`src/rtl/seq_decoder_pkg.sv`:
```
// Shared types and constants for the sequential one-hot decoder.
package seq_decoder_pkg;

   typedef enum logic [1:0] {
      IDLE = 2'd0,
      SCAN = 2'd1,
      DONE = 2'd2
   } state_e;

   localparam logic MODE_DIRECT = 1'b0;
   localparam logic MODE_SCAN   = 1'b1;

   localparam int CNT_W = 16;

endpackage : seq_decoder_pkg

```
`src/rtl/onehot_dec.sv`:
```
// Combinational N-to-2^N one-hot decoder used on the direct decode path.
module onehot_dec #(
   parameter int IN_W = 3
) (
   input  logic [IN_W-1:0]      in_code,
   output logic [(1<<IN_W)-1:0] onehot
);

   always_comb begin
      // NOTE: the all-zero default comes first so no latch is inferred.
      onehot          = '0;
      onehot[in_code] = 1'b1;
   end

endmodule : onehot_dec

```
`src/rtl/seq_onehot_decoder.sv`:
```
// Registered one-hot decoder with a direct mode and a self-test scan mode.
// Define SEQ_DECODER_CNT_EN to add the saturating dec_count output.
module seq_onehot_decoder
   import seq_decoder_pkg::*;
#(
   parameter int IN_W      = 3,
   parameter int SCAN_HOLD = 1
) (
   input  logic                  clk,
   input  logic                  rst_n,
   input  logic                  en,
   input  logic                  mode,
   input  logic                  in_valid,
   input  logic [IN_W-1:0]       in_code,
   output logic [(1<<IN_W)-1:0]  out_q,
   output logic [IN_W-1:0]       out_code,
   output logic                  out_valid,
   output logic                  scan_busy,
   output logic                  scan_done
`ifdef SEQ_DECODER_CNT_EN
   ,
   output logic [CNT_W-1:0]      dec_count
`endif
);

   localparam int OUT_W  = 1 << IN_W;
   localparam int HOLD_W = (SCAN_HOLD > 1) ? $clog2(SCAN_HOLD) : 1;
   localparam logic [HOLD_W-1:0] HOLD_LAST = HOLD_W'(SCAN_HOLD - 1);
   localparam logic [IN_W-1:0]   CODE_LAST = IN_W'(OUT_W - 1);

   if (IN_W < 1) begin : g_bad_in_w
      $error("seq_onehot_decoder: IN_W must be >= 1");
   end
   if (SCAN_HOLD < 1) begin : g_bad_hold
      $error("seq_onehot_decoder: SCAN_HOLD must be >= 1");
   end

   state_e              state_q;
   logic [IN_W-1:0]     code_q;
   logic [HOLD_W-1:0]   hold_q;
   logic                valid_q;
   logic                done_q;
   logic                valid_d;
   logic [OUT_W-1:0]    dec_onehot;

   onehot_dec #(.IN_W(IN_W)) u_onehot_dec (
      .in_code (in_code),
      .onehot  (dec_onehot)
   );

   // A new code lands on out_q either from a direct request or a scan step.
   always_comb begin
      valid_d = 1'b0;
      if (en) begin
         if (state_q == IDLE)
            valid_d = in_valid;
         else if (state_q == SCAN)
            valid_d = (hold_q == HOLD_LAST) && (code_q != CODE_LAST);
      end
   end

   // NOTE: sequential state uses non-blocking assignments so every register samples pre-edge values.
   always_ff @(posedge clk or negedge rst_n) begin
      if (!rst_n) begin
         state_q <= IDLE;
         out_q   <= '0;
         code_q  <= '0;
         hold_q  <= '0;
         valid_q <= 1'b0;
         done_q  <= 1'b0;
      end else begin
         valid_q <= valid_d;
         done_q  <= 1'b0;
         if (en) begin
            case (state_q)
               IDLE: begin
                  if (in_valid && mode == MODE_SCAN) begin
                     state_q <= SCAN;
                     out_q   <= OUT_W'(1);
                     code_q  <= '0;
                     hold_q  <= '0;
                  end else if (in_valid) begin
                     out_q  <= dec_onehot;
                     code_q <= in_code;
                  end
               end
               SCAN: begin
                  if (hold_q == HOLD_LAST) begin
                     hold_q <= '0;
                     if (code_q == CODE_LAST) begin
                        state_q <= DONE;
                        out_q   <= '0;
                        code_q  <= '0;
                        done_q  <= 1'b1;
                     end else begin
                        code_q <= code_q + 1'b1;
                        out_q  <= out_q << 1;
                     end
                  end else begin
                     hold_q <= hold_q + 1'b1;
                  end
               end
               DONE:    state_q <= IDLE;
               default: state_q <= IDLE;
            endcase
         end
      end
   end

   assign out_code  = code_q;
   assign out_valid = valid_q;
   assign scan_busy = (state_q == SCAN);
   assign scan_done = done_q;

`ifdef SEQ_DECODER_CNT_EN
   logic [CNT_W-1:0] count_q;
   logic [CNT_W-1:0] count_d;

   always_comb begin
      count_d = count_q;
      if (valid_d && count_q != '1)
         count_d = count_q + 1'b1;
   end

   always_ff @(posedge clk or negedge rst_n) begin
      if (!rst_n) count_q <= '0;
      else        count_q <= count_d;
   end

   assign dec_count = count_q;
`endif

endmodule : seq_onehot_decoder
```
`config.mk`:
```
export PLATFORM = sky130hd
export DESIGN_NAME = seq_onehot_decoder
export DESIGN_NICKNAME = d
export VERILOG_FILES = /design/src/rtl/seq_decoder_pkg.sv /design/src/rtl/onehot_dec.sv /design/src/rtl/seq_onehot_decoder.sv
export SDC_FILE = /design/constraint.sdc
export NUM_CORES = 1
export LEC_CHECK = 0
export BUFFER_PORTS_ARGS = -buffer_cell sky130_fd_sc_hd__buf_2
export CORE_ASPECT_RATIO = 1.4
export CORE_MARGIN = 2
export CORE_UTILIZATION = 40
export CTS_BUF_LIST = sky130_fd_sc_hd__clkbuf_4
export DETAILED_ROUTE_END_ITERATION = 7
export GPL_TIMING_DRIVEN = 0
export PLACE_DENSITY = 0.75
export SLEW_MARGIN = 20
export SYNTH_ARGS = -nofsm -noshare
export SYNTH_HDL_FRONTEND = slang
export SYNTH_SLANG_ARGS = --single-unit
```
`constraint.sdc`:
```
create_clock -name clk -period 2.7 [get_ports clk]
set_clock_uncertainty 0.05 [all_clocks]
set_input_delay 0.54 -clock clk [delete_from_list [all_inputs] [get_ports clk]]
set_output_delay 0.54 -clock clk [all_outputs]
set_load 0.1 [all_outputs]
```
==> results of run 1 <==
[cell type report]
type,count,area (µm²)
Fill cell,201,975
Multi-Input combinational cell,64,404
Sequential cell,15,375
Timing Repair Buffer,21,105
Clock buffer,4,30.0
Buffer,5,30.0
Tap cell,21,26.3
Inverter,1,3.75
[metal layers]
metal / share of wire / routed length, µm / vias up
li1: - / - / 363
met1: 0.43 / 765 / 355
met2: 0.50 / 892 / 21
met3: 0.052 / 94 / 4
met4: 0.024 / 43 / 0
met5: 0 / 0 / -
[registers in the layout, summed over array words and instances, names as in the netlist]
register,flops
state_q,2
out_q,8
scan_done,1
out_code,3
out_valid,1
[stage by stage]
step	std cells	utilization	hold slack, ps	area (µm²)	setup slack, ps
6_report	131	0.500	90.1	975	670
5_1_grt	131	0.500	111	975	589
4_1_cts	131	0.500	105	975	670
3_5_place_dp	127	0.485	412	945	991
3_3_place_gp	127	0.485	408	945	997
2_1_floorplan	85	-	194	813	639
[Yosys cell counts (all sizes together) (2+ instances only)]
master / number / area [µm²]
nand4b: 2 / 17.5
ha: 3 / 37.5
a21oi: 12 / 60.1
nand3: 4 / 20.0
a31oi: 11 / 68.8
nor2b: 6 / 37.5
and3: 2 / 12.5
dfrtp: 15 / 375
nand2: 10 / 37.5
nand4: 4 / 25.0
or3: 2 / 12.5
buf: 4 / 26.3
[cell families after synthesis]
kind of cell / synth area share
AND/OR/NAND/NOR: 0.254
AO/OA/AOI/OAI: 0.178
flip-flops: 0.462
buffers and inverters: 0.0415
adder cells (fa/ha/maj): 0.0462
multiplexers: 0.0185
[final timing paths]
| path | slack [ps] | end | depth (start not counted) | startpoint |
|---|---|---|---|---|
| worst max-delay path | 670 | scan_busy | 3 | state_q[1] |
| worst min-delay path | 90 | state_q[0] | 1 | rst_n |
| worst max register to register | 980 | out_q[3] | 5 | out_code[0] |
| worst min register to register | 500 | out_q[5] | 2 | out_q[4] |
| max in group asynchronous | 2250 | out_q[6] | 1 | rst_n |
| min in group clk | 500 | out_q[5] | 2 | out_q[4] |
[placed cells by master (no fill, tap or decap), types with 2 or more instances in the layout]
cell type | synthesis | final
sky130_fd_sc_hd__and3_1 | 2 | 2
sky130_fd_sc_hd__a31oi_1 | 11 | 11
sky130_fd_sc_hd__clkbuf_4 | 0 | 4
sky130_fd_sc_hd__buf_2 | 3 | 24
sky130_fd_sc_hd__or3_1 | 2 | 2
sky130_fd_sc_hd__nor2b_1 | 6 | 6
sky130_fd_sc_hd__nand2_1 | 10 | 10
sky130_fd_sc_hd__nand3_1 | 4 | 4
sky130_fd_sc_hd__a21oi_1 | 12 | 12
sky130_fd_sc_hd__nand4_1 | 4 | 4
sky130_fd_sc_hd__dfrtp_1 | 15 | 15
sky130_fd_sc_hd__ha_1 | 3 | 3
sky130_fd_sc_hd__nand4b_1 | 2 | 2
==> impl_results.md, run 1 <==
* Run status: finished clean
* Overall routed net length at between 1500 and 2000 µm
* Crit path arrival time at ~1400 ps
* Per-instance average area after synthesis at around 9.6 µm²
* Clock net sink count at 15
* Synthesis Warnings at 0
* Post-detail-place hpwl at between 1000 and 1500 µm
* Critical Path RT at 2110 ps
* Sequential-to-total area share from yosys stat at 0.462
* DRT iter0 DRCs at 24
* Fmax at 0.493 GHz
* Layout Area Growth over Synthesis at 19.8%
* Initial core utilization at 0.417
* Row Count at 19
* Count of buffers added by post-CTS timing repair for setup at 0
* Final critical-path required period at 2030 ps
* Worst setup SP type: register
* Gates resized, CTS repair at 0
* Via density at 5.67
* CTS Buf Count at 3
* TritonCTS clock tree: built
* Synthesized netlist net count at 96
* Tcrit/Tclk final at 0.752
* Post-synth EDFFs at 0
* Pins Over Slew Limit at 0
* Global routing met2 resource utilization at 0.261
* Root buf cell: sky130_fd_sc_hd__clkbuf_4
* Initial antenna violation count at 0
* Number of failing setup endpoints in the final timing report at 0
* Final number of hold-violating endpoints at 0
* Clock edge transition at the registers on the reported setup and hold paths at 90 ps
* Most instantiated flip-flop cell in the synthesis netlist: sky130_fd_sc_hd__dfrtp_1
* Overflow left after global routing at 0
* Number of remaining DRC errors at 0
* Met3 layer usage reported by global route at 0.0222
* Die boundary width at 42.1 µm
* Number of buffers added on ports at 21
* RePlAce Congestion at 0.787
* Netlist Area Pre-Place at 813 µm²
* First-pass DRT Iterations at 4
* Tot GR Track Use at 0.159
* Via count at between 700 and 800
* Maximum buffer depth of the clock tree at 2
* Worst hold path type: primary input to async pin
* Detail Route Antenna Nets at 0
* Y dimension of the die at 57.4 µm
* Critical setup path kind: register to output pin
* Number of top-level design ports at 22
* Met1 track utilization from global routing at 0.197
* Post-CTS Hold Buffers at 0
* Area inside the core boundary at 1950 µm²
* Die ar. at 2420 µm²
* CP max-delay cell: sky130_fd_sc_hd__dfrtp_1
* H-tree levels at 1
* Largest driver fanout on the critical path at 4
* Setup TNS at 0 ps
* Cell family with most CP delay: buffers and inverters
* Layer with the highest usage after global routing: met2
* Final layout net count at 122
* First-pass GRT wire length at 2880 µm
* Antenna diodes at 0
* Clock latency at the later pin of the worst-skew pair at 280 ps
* Gate count after technology mapping at 85
* Worst setup EP type: output pin
* Worst path cell trace: nand2b_1 -> inv_2 -> buf_2
* Maximum number of pins on one net before global-route repair at 16
* Relative slew slack at 0.678
* Per-cell routed wire length at 13.7 µm
* Cell variety after synth at 23
* Largest incremental delay on the critical path at ~430 ps
* Critical path buffers and inverters at 2
* Worst-Margin Slew at 486 ps
* Proportion of layout cells with a drive suffix above 1 at 0.309
* Unrepaired setup endpoints after global routing: false
* Max-capacitance violation count at 0
* Number of synthesized register bits at 15
* Fraction of synthesis flops using an asynchronous set or reset pin at 1.00
* Via count of the first global-routing pass at approximately 660
Power of run 1 is not shown: default switching activity piles up to over one toggle a cycle in this logic, so the estimate is an artifact.
==> run 2, diff against run 1 <==
--- a/config.mk
+++ b/config.mk
@@ -12,7 +12,7 @@
 export CTS_BUF_LIST = sky130_fd_sc_hd__clkbuf_4
 export DETAILED_ROUTE_END_ITERATION = 7
 export GPL_TIMING_DRIVEN = 0
-export PLACE_DENSITY = 0.75
+export PLACE_DENSITY = 0.77
 export SLEW_MARGIN = 20
 export SYNTH_ARGS = -nofsm -noshare
 export SYNTH_HDL_FRONTEND = slang
==> constraint.sdc (replaced) <==
create_clock -name clk -period 1.75 [get_ports clk]
set_clock_uncertainty 0.05 [all_clocks]
set_input_delay 0.35 -clock clk [delete_from_list [all_inputs] [get_ports clk]]
set_output_delay 0.35 -clock clk [all_outputs]
set_load 0.1 [all_outputs]
==> run 2 against run 1 <==
Effect of this change:
- design area is 3.1% higher
- utilization is 1.5 points higher
- worst hold slack better by 240 ps
- worst setup slack worse by 590 ps
- non-clock buffer count is 1 higher
- sequential share of layout area is 0.28 points lower
==> impl_results.md, run 2 (synthesis results as in run 1) <==
* Setup TNS at 0 ps (unchanged)
* Number of remaining DRC errors at 0 (unchanged)
* Overflow left after global routing at 0 (unchanged)
* Met3 layer usage reported by global route at 0.0190 (was 0.0222)
* H-tree levels at 1 (unchanged)
* CTS Buf Count at 3 (unchanged)
* Global routing met2 resource utilization at 0.295 (was 0.261)
* Clock net sink count at 15 (unchanged)
* Initial antenna violation count at 0 (unchanged)
* Layer with the highest usage after global routing: met2 (unchanged)
* First-pass DRT Iterations at 4 (unchanged)
* Fmax at 0.599 GHz
* Pins Over Slew Limit at 0 (unchanged)
* End-of-flow core utilization at 0.515 (was 0.500)
* Number of top-level design ports at 22 (unchanged)
* Worst setup EP type: output pin (unchanged)
* Maximum buffer depth of the clock tree at 2 (unchanged)
* Proportion of layout cells with a drive suffix above 1 at 0.351 (was 0.309)
* Crit path arrival time at 1270 ps (was 1440 ps)
* Clock edge transition at the registers on the reported setup and hold paths at 90 ps (about the same)
* Clock latency at the later pin of the worst-skew pair at 280 ps (about the same)
* Root buf cell: sky130_fd_sc_hd__clkbuf_4 (unchanged)
* FF-to-FF setup slack at 110 ps (was 980 ps)
* Critical setup path kind: register to output pin (unchanged)
* Max-capacitance violation count at 0 (unchanged)
* Initial core utilization at 0.417 (unchanged)
* Largest driver fanout on the critical path at 4 (unchanged)
* Tot GR Track Use at 0.168 (was 0.159)
* Per-cell routed wire length at 13.6 µm (was 13.7 µm)
* Tcrit/Tclk final at 0.955
* Final layout net count at 123 (was 122)
* Final number of hold-violating endpoints at 0 (unchanged)
* Worst-Margin Slew at 485 ps (was 486 ps)
* Antenna diodes at 0 (unchanged)
* Via density at 5.62 (was 5.67)
* Area inside the core boundary at 1950 µm² (unchanged)
* Flip-flop count of the largest register after layout at 8 (unchanged)
* Row Count at 19 (unchanged)
* Non-filler cells, final at 132 (was 131)
* Number of buffers added on ports at 21 (unchanged)
* Commonest cells after routing, fill and taps aside: 23 x sky130_fd_sc_hd__buf_2, 12 x sky130_fd_sc_hd__a21oi_1, 12 x sky130_fd_sc_hd__dfrtp_1 (was 24 x sky130_fd_sc_hd__buf_2, 15 x sky130_fd_sc_hd__dfrtp_1, 12 x sky130_fd_sc_hd__a21oi_1)
* Met1 track utilization from global routing at 0.184 (was 0.197)
* Relative slew slack at 0.679 (was 0.678)
* Worst hold path type: primary input to register (was primary input to async pin)
* TritonCTS clock tree: built (unchanged)
* First-pass GRT wire length at 3040 µm (was 2880 µm)
* Placed Instances at 127 (unchanged)
* DRT iter0 DRCs at 11 (was 24)
* Final critical-path required period at 1670 ps
* Maximum number of pins on one net before global-route repair at 16 (unchanged)
* Via count of the first global-routing pass at 706 (was 664)
* Register name with the most flops: out_q (unchanged)
* Detail Route Antenna Nets at 0 (unchanged)
* Smallest hold slack at 331 ps (was 90.1 ps)
* Via count at 742 (was 743)
* Worst setup SP type: register (unchanged)
* Run status: finished clean (unchanged)
* Layout Area Growth over Synthesis at 23.5% (was 19.8%)
* Unrepaired setup endpoints after global routing: true (was false)
* Post-detail-place hpwl at 1360 µm (was 1300 µm)
* Overall routed net length at 1800 µm (about the same)
* Critical Path RT at 1350 ps (was 2110 ps)
* Most frequent standard cell in the layout excluding fill and tap cells: sky130_fd_sc_hd__buf_2 (unchanged)
* Die ar. at 2420 µm² (unchanged)
* Die boundary width at 42.1 µm (unchanged)
* Count of cells along the worst register-to-register path at 5 (unchanged)
* RePlAce Congestion at 0.757 (was 0.787)
* Y dimension of the die at 57.4 µm (unchanged)
* Number of failing setup endpoints in the final timing report at 0 (unchanged)
* Depth of the worst hold-timing path at 3
run 2: cell count changes in the layout (fill, tap and decap cells not counted), sizes merged:
cell / before / now
dlygate4sd3: 0 / 1
run 2: per-layer routing:
| metal | vias up | share of wire |
|---|---|---|
| met1 | 352 | 0.41 |
| met5 | - | 0 |
| met2 | 19 | 0.52 |
| met4 | 0 | 0.032 |
| met3 | 5 | 0.032 |
| li1 | 366 | - |
run 2: final cells by class:
type	count	area [µm²]
Fill cell	189	945
Multi-Input combinational cell	64	409
Sequential cell	15	384
Timing Repair Buffer	22	121
Clock buffer	4	30.0
Buffer	5	30.0
Tap cell	21	26.3
Inverter	1	3.75
run 2: repair_timing:
action                                  in CTS  in global routing
resized for setup                            1                  2
pin swaps                                    0                  5
setup buffers                                0                  0
hold buffers                                 1                  0
endpoints found under the setup margin       1                  9
endpoints found under the hold margin       15                  0
run 2: path summary, 6_finish.rpt:
check | from | end
max in group asynchronous | rst_n | out_code[0]
max | state_q[1] | scan_busy
min reg2reg | out_q[0] | out_q[0]
min in group asynchronous | rst_n | state_q[1]
max reg2reg | out_code[0] | out_q[7]
min | in_code[1] | out_code[1]
run 2: stage by stage:
| stage | cell area, µm² | setup slack [ps] |
|---|---|---|
| 2_1_floorplan | 825 | 3.73 |
| 3_3_place_gp | 956 | 118 |
| 3_5_place_dp | 956 | 68.7 |
| 4_1_cts | 998 | 25.2 |
| 5_1_grt | 1000 | -4.91 |
| 6_report | 1000 | 79.4 |
run 2: critical path: stages (launching register included):
cell                       delay, ps
sky130_fd_sc_hd__dfrtp_1         440
sky130_fd_sc_hd__nand2b_1        200
sky130_fd_sc_hd__inv_2           110
sky130_fd_sc_hd__buf_6           230
Power of run 2 is left out for the same reason.
==> run 3, diff against run 2 <==
--- a/config.mk
+++ b/config.mk
@@ -9,7 +9,6 @@
 export CORE_ASPECT_RATIO = 1.4
 export CORE_MARGIN = 2
 export CORE_UTILIZATION = 40
-export CTS_BUF_LIST = sky130_fd_sc_hd__clkbuf_4
 export DETAILED_ROUTE_END_ITERATION = 7
 export GPL_TIMING_DRIVEN = 0
 export PLACE_DENSITY = 0.77
==> run 3 against run 2 <==
Effect of this change:
- global-route usage stayed put
- non-clock buffer count stayed put
- largest cell class unchanged
- worst hold slack better by 2.0 ps
- die area stayed put
- sequential share of layout area is 0.14 points higher
- via count is 0.27% higher
- utilization is 0.19 points lower
==> impl_results.md, run 3 (synthesis results as in run 1) <==
* Run status: finished clean (unchanged)
* Proportion of layout cells with a drive suffix above 1 at 0.342 (was 0.351)
* Layout Area Growth over Synthesis at 23.1% (was 23.5%)
* Unrepaired setup endpoints after global routing: true (unchanged)
* First-pass GRT wire length at 3040 µm (unchanged)
* Smallest hold slack at 333 ps (was 331 ps)
* TritonCTS clock tree: built (unchanged)
* Overall routed net length at 1800 µm (about the same)
* Placed Instances at 127 (unchanged)
* Root buf cell: sky130_fd_sc_hd__clkbuf_4 (unchanged)
* Critical setup path kind: register to output pin (unchanged)
* Worst setup EP type: output pin (unchanged)
* Clock net sink count at 15 (unchanged)
* Overflow left after global routing at 0 (unchanged)
* Worst Setup EP: scan_busy (unchanged)
* Via count at 744 (was 742)
* Pins Over Slew Limit at 0 (unchanged)
* Final number of hold-violating endpoints at 0 (unchanged)
* Initial core utilization at 0.417 (unchanged)
* Crit path arrival time at 1270 ps (about the same)
* Via density at 5.64 (was 5.62)
* Per-cell routed wire length at 13.6 µm (about the same)
* Number of buffers added on ports at 21 (unchanged)
* Maximum buffer depth of the clock tree at 2 (unchanged)
* H-tree levels at 1 (unchanged)
* Count of buffers added by post-CTS timing repair for setup at 0 (unchanged)
* Worst-Margin Slew at 485 ps (about the same)
* Detail Route Antenna Nets at 0 (unchanged)
* Count of cells along the worst register-to-register path at 5 (unchanged)
* Register name with the most flops: out_q (unchanged)
* Non-filler cells, final at 132 (unchanged)
* Endpoint of the worst register-to-register path: out_q[7] (unchanged)
* Number of remaining DRC errors at 0 (unchanged)
* Final critical-path setup slack at 82.1 ps (was 79.4 ps)
* Critical Path RT at 1350 ps (about the same)
* Row Count at 19 (unchanged)
* Commonest cells after routing, fill and taps aside: 23 x sky130_fd_sc_hd__buf_2, 12 x sky130_fd_sc_hd__a21oi_1, 12 x sky130_fd_sc_hd__dfrtp_1 (unchanged)
* Final critical-path required period at 1670 ps (about the same)
* Startpoint of the worst setup timing path: state_q[1] (unchanged)
* Initial antenna violation count at 0 (unchanged)
* Via count of the first global-routing pass at 706 (unchanged)
* Final layout net count at 123 (unchanged)
* Flip-flop count of the largest register after layout at 8 (unchanged)
* Tot GR Track Use at 0.168 (unchanged)
* Post-detail-place hpwl at 1360 µm (unchanged)
* Y dimension of the die at 57.4 µm (unchanged)
* Clock latency at the later pin of the worst-skew pair at 280 ps (about the same)
* FF-to-FF setup slack at 110 ps (about the same)
* RePlAce Congestion at 0.757 (unchanged)
* Max-capacitance violation count at 0 (unchanged)
* Antenna diodes at 0 (unchanged)
* Number of top-level design ports at 22 (unchanged)
* Most frequent standard cell in the layout excluding fill and tap cells: sky130_fd_sc_hd__buf_2 (unchanged)
* Die boundary width at 42.1 µm (unchanged)
* Worst reg2reg path startpoint: out_code[0] (unchanged)
* Worst setup slack after placement at 68.7 ps (unchanged)
* Tcrit/Tclk final at 0.953 (was 0.955)
* Clock edge transition at the registers on the reported setup and hold paths at 90 ps (about the same)
* Area inside the core boundary at 1950 µm² (unchanged)
* Relative slew slack at 0.679 (about the same)
* First-pass DRT Iterations at 4 (unchanged)
* Maximum number of pins on one net before global-route repair at 16 (unchanged)
* Die ar. at 2420 µm² (unchanged)
* Largest driver fanout on the critical path at 4 (unchanged)
* Worst hold path type: primary input to register (unchanged)
* Number of failing setup endpoints in the final timing report at 0 (unchanged)
* Worst setup SP type: register (unchanged)
* CTS Buf Count at 3 (unchanged)
* Fmax at 0.600 GHz (was 0.599 GHz)
* DRT iter0 DRCs at 11 (unchanged)
==> run 3: cell counts in the layout (fill, tap and decap cells not counted) <==
Identical to the previous run, type by type.
==> run 3: worst min-delay path by stage <==
| stage | from | endpoint | slack, ps | cells after the start |
|---|---|---|---|---|
| after floorplan | rst_n | out_code[2] | 4 | 0 |
| after global placement | rst_n | scan_done | 210 | 1 |
| after detailed placement | rst_n | scan_done | 230 | 1 |
| after CTS | in_code[1] | out_code[1] | 330 | 3 |
| after global routing | in_valid | state_q[0] | 330 | 3 |
| final | in_code[1] | out_code[1] | 330 | 3 |
==> run 3: layout make-up <==
type,count,area [µm²]
timing repair buffer,22,121
tap,21,26.3
multi-input combinational,64,409
sequential,15,384
inverter,1,3.75
fill,189,948
clock buffer,4,26.3
buffer,5,30.0
==> run 3: per-layer routing <==
layer | GRT usage | wire length (µm) | vias to the layer above
met1 | 0.184 | 753 | 354
li1 | - | - | 366
met2 | 0.295 | 934 | 19
met3 | 0.0190 | 54 | 5
met4 | 0.125 | 57 | 0
met5 | 0 | 0 | -
==> run 3: through the flow <==
stage | setup TNS [ps] | util | cell area (µm²)
CTS | 0 | 0.510 | 995
global placement | 0 | 0.490 | 956
global route | -4.65 | 0.513 | 1000
finish | 0 | 0.513 | 1000
detailed placement | 0 | 0.490 | 956
floorplan | 0 | - | 825
==> run 3: what timing repair did <==
item	in CTS	in global routing
pin swaps	0	5
endpoints found under the hold margin	15	0
endpoints found under the setup margin	1	9
hold buffers	1	0
gates resized for setup	1	2
==> run 3: worst max-delay path, cell delays in order (launching register included) <==
cell                       delay (ps)
sky130_fd_sc_hd__dfrtp_1          440
sky130_fd_sc_hd__nand2b_1         200
sky130_fd_sc_hd__inv_2            110
sky130_fd_sc_hd__buf_6            230
Power of run 3 is left out for the same reason.
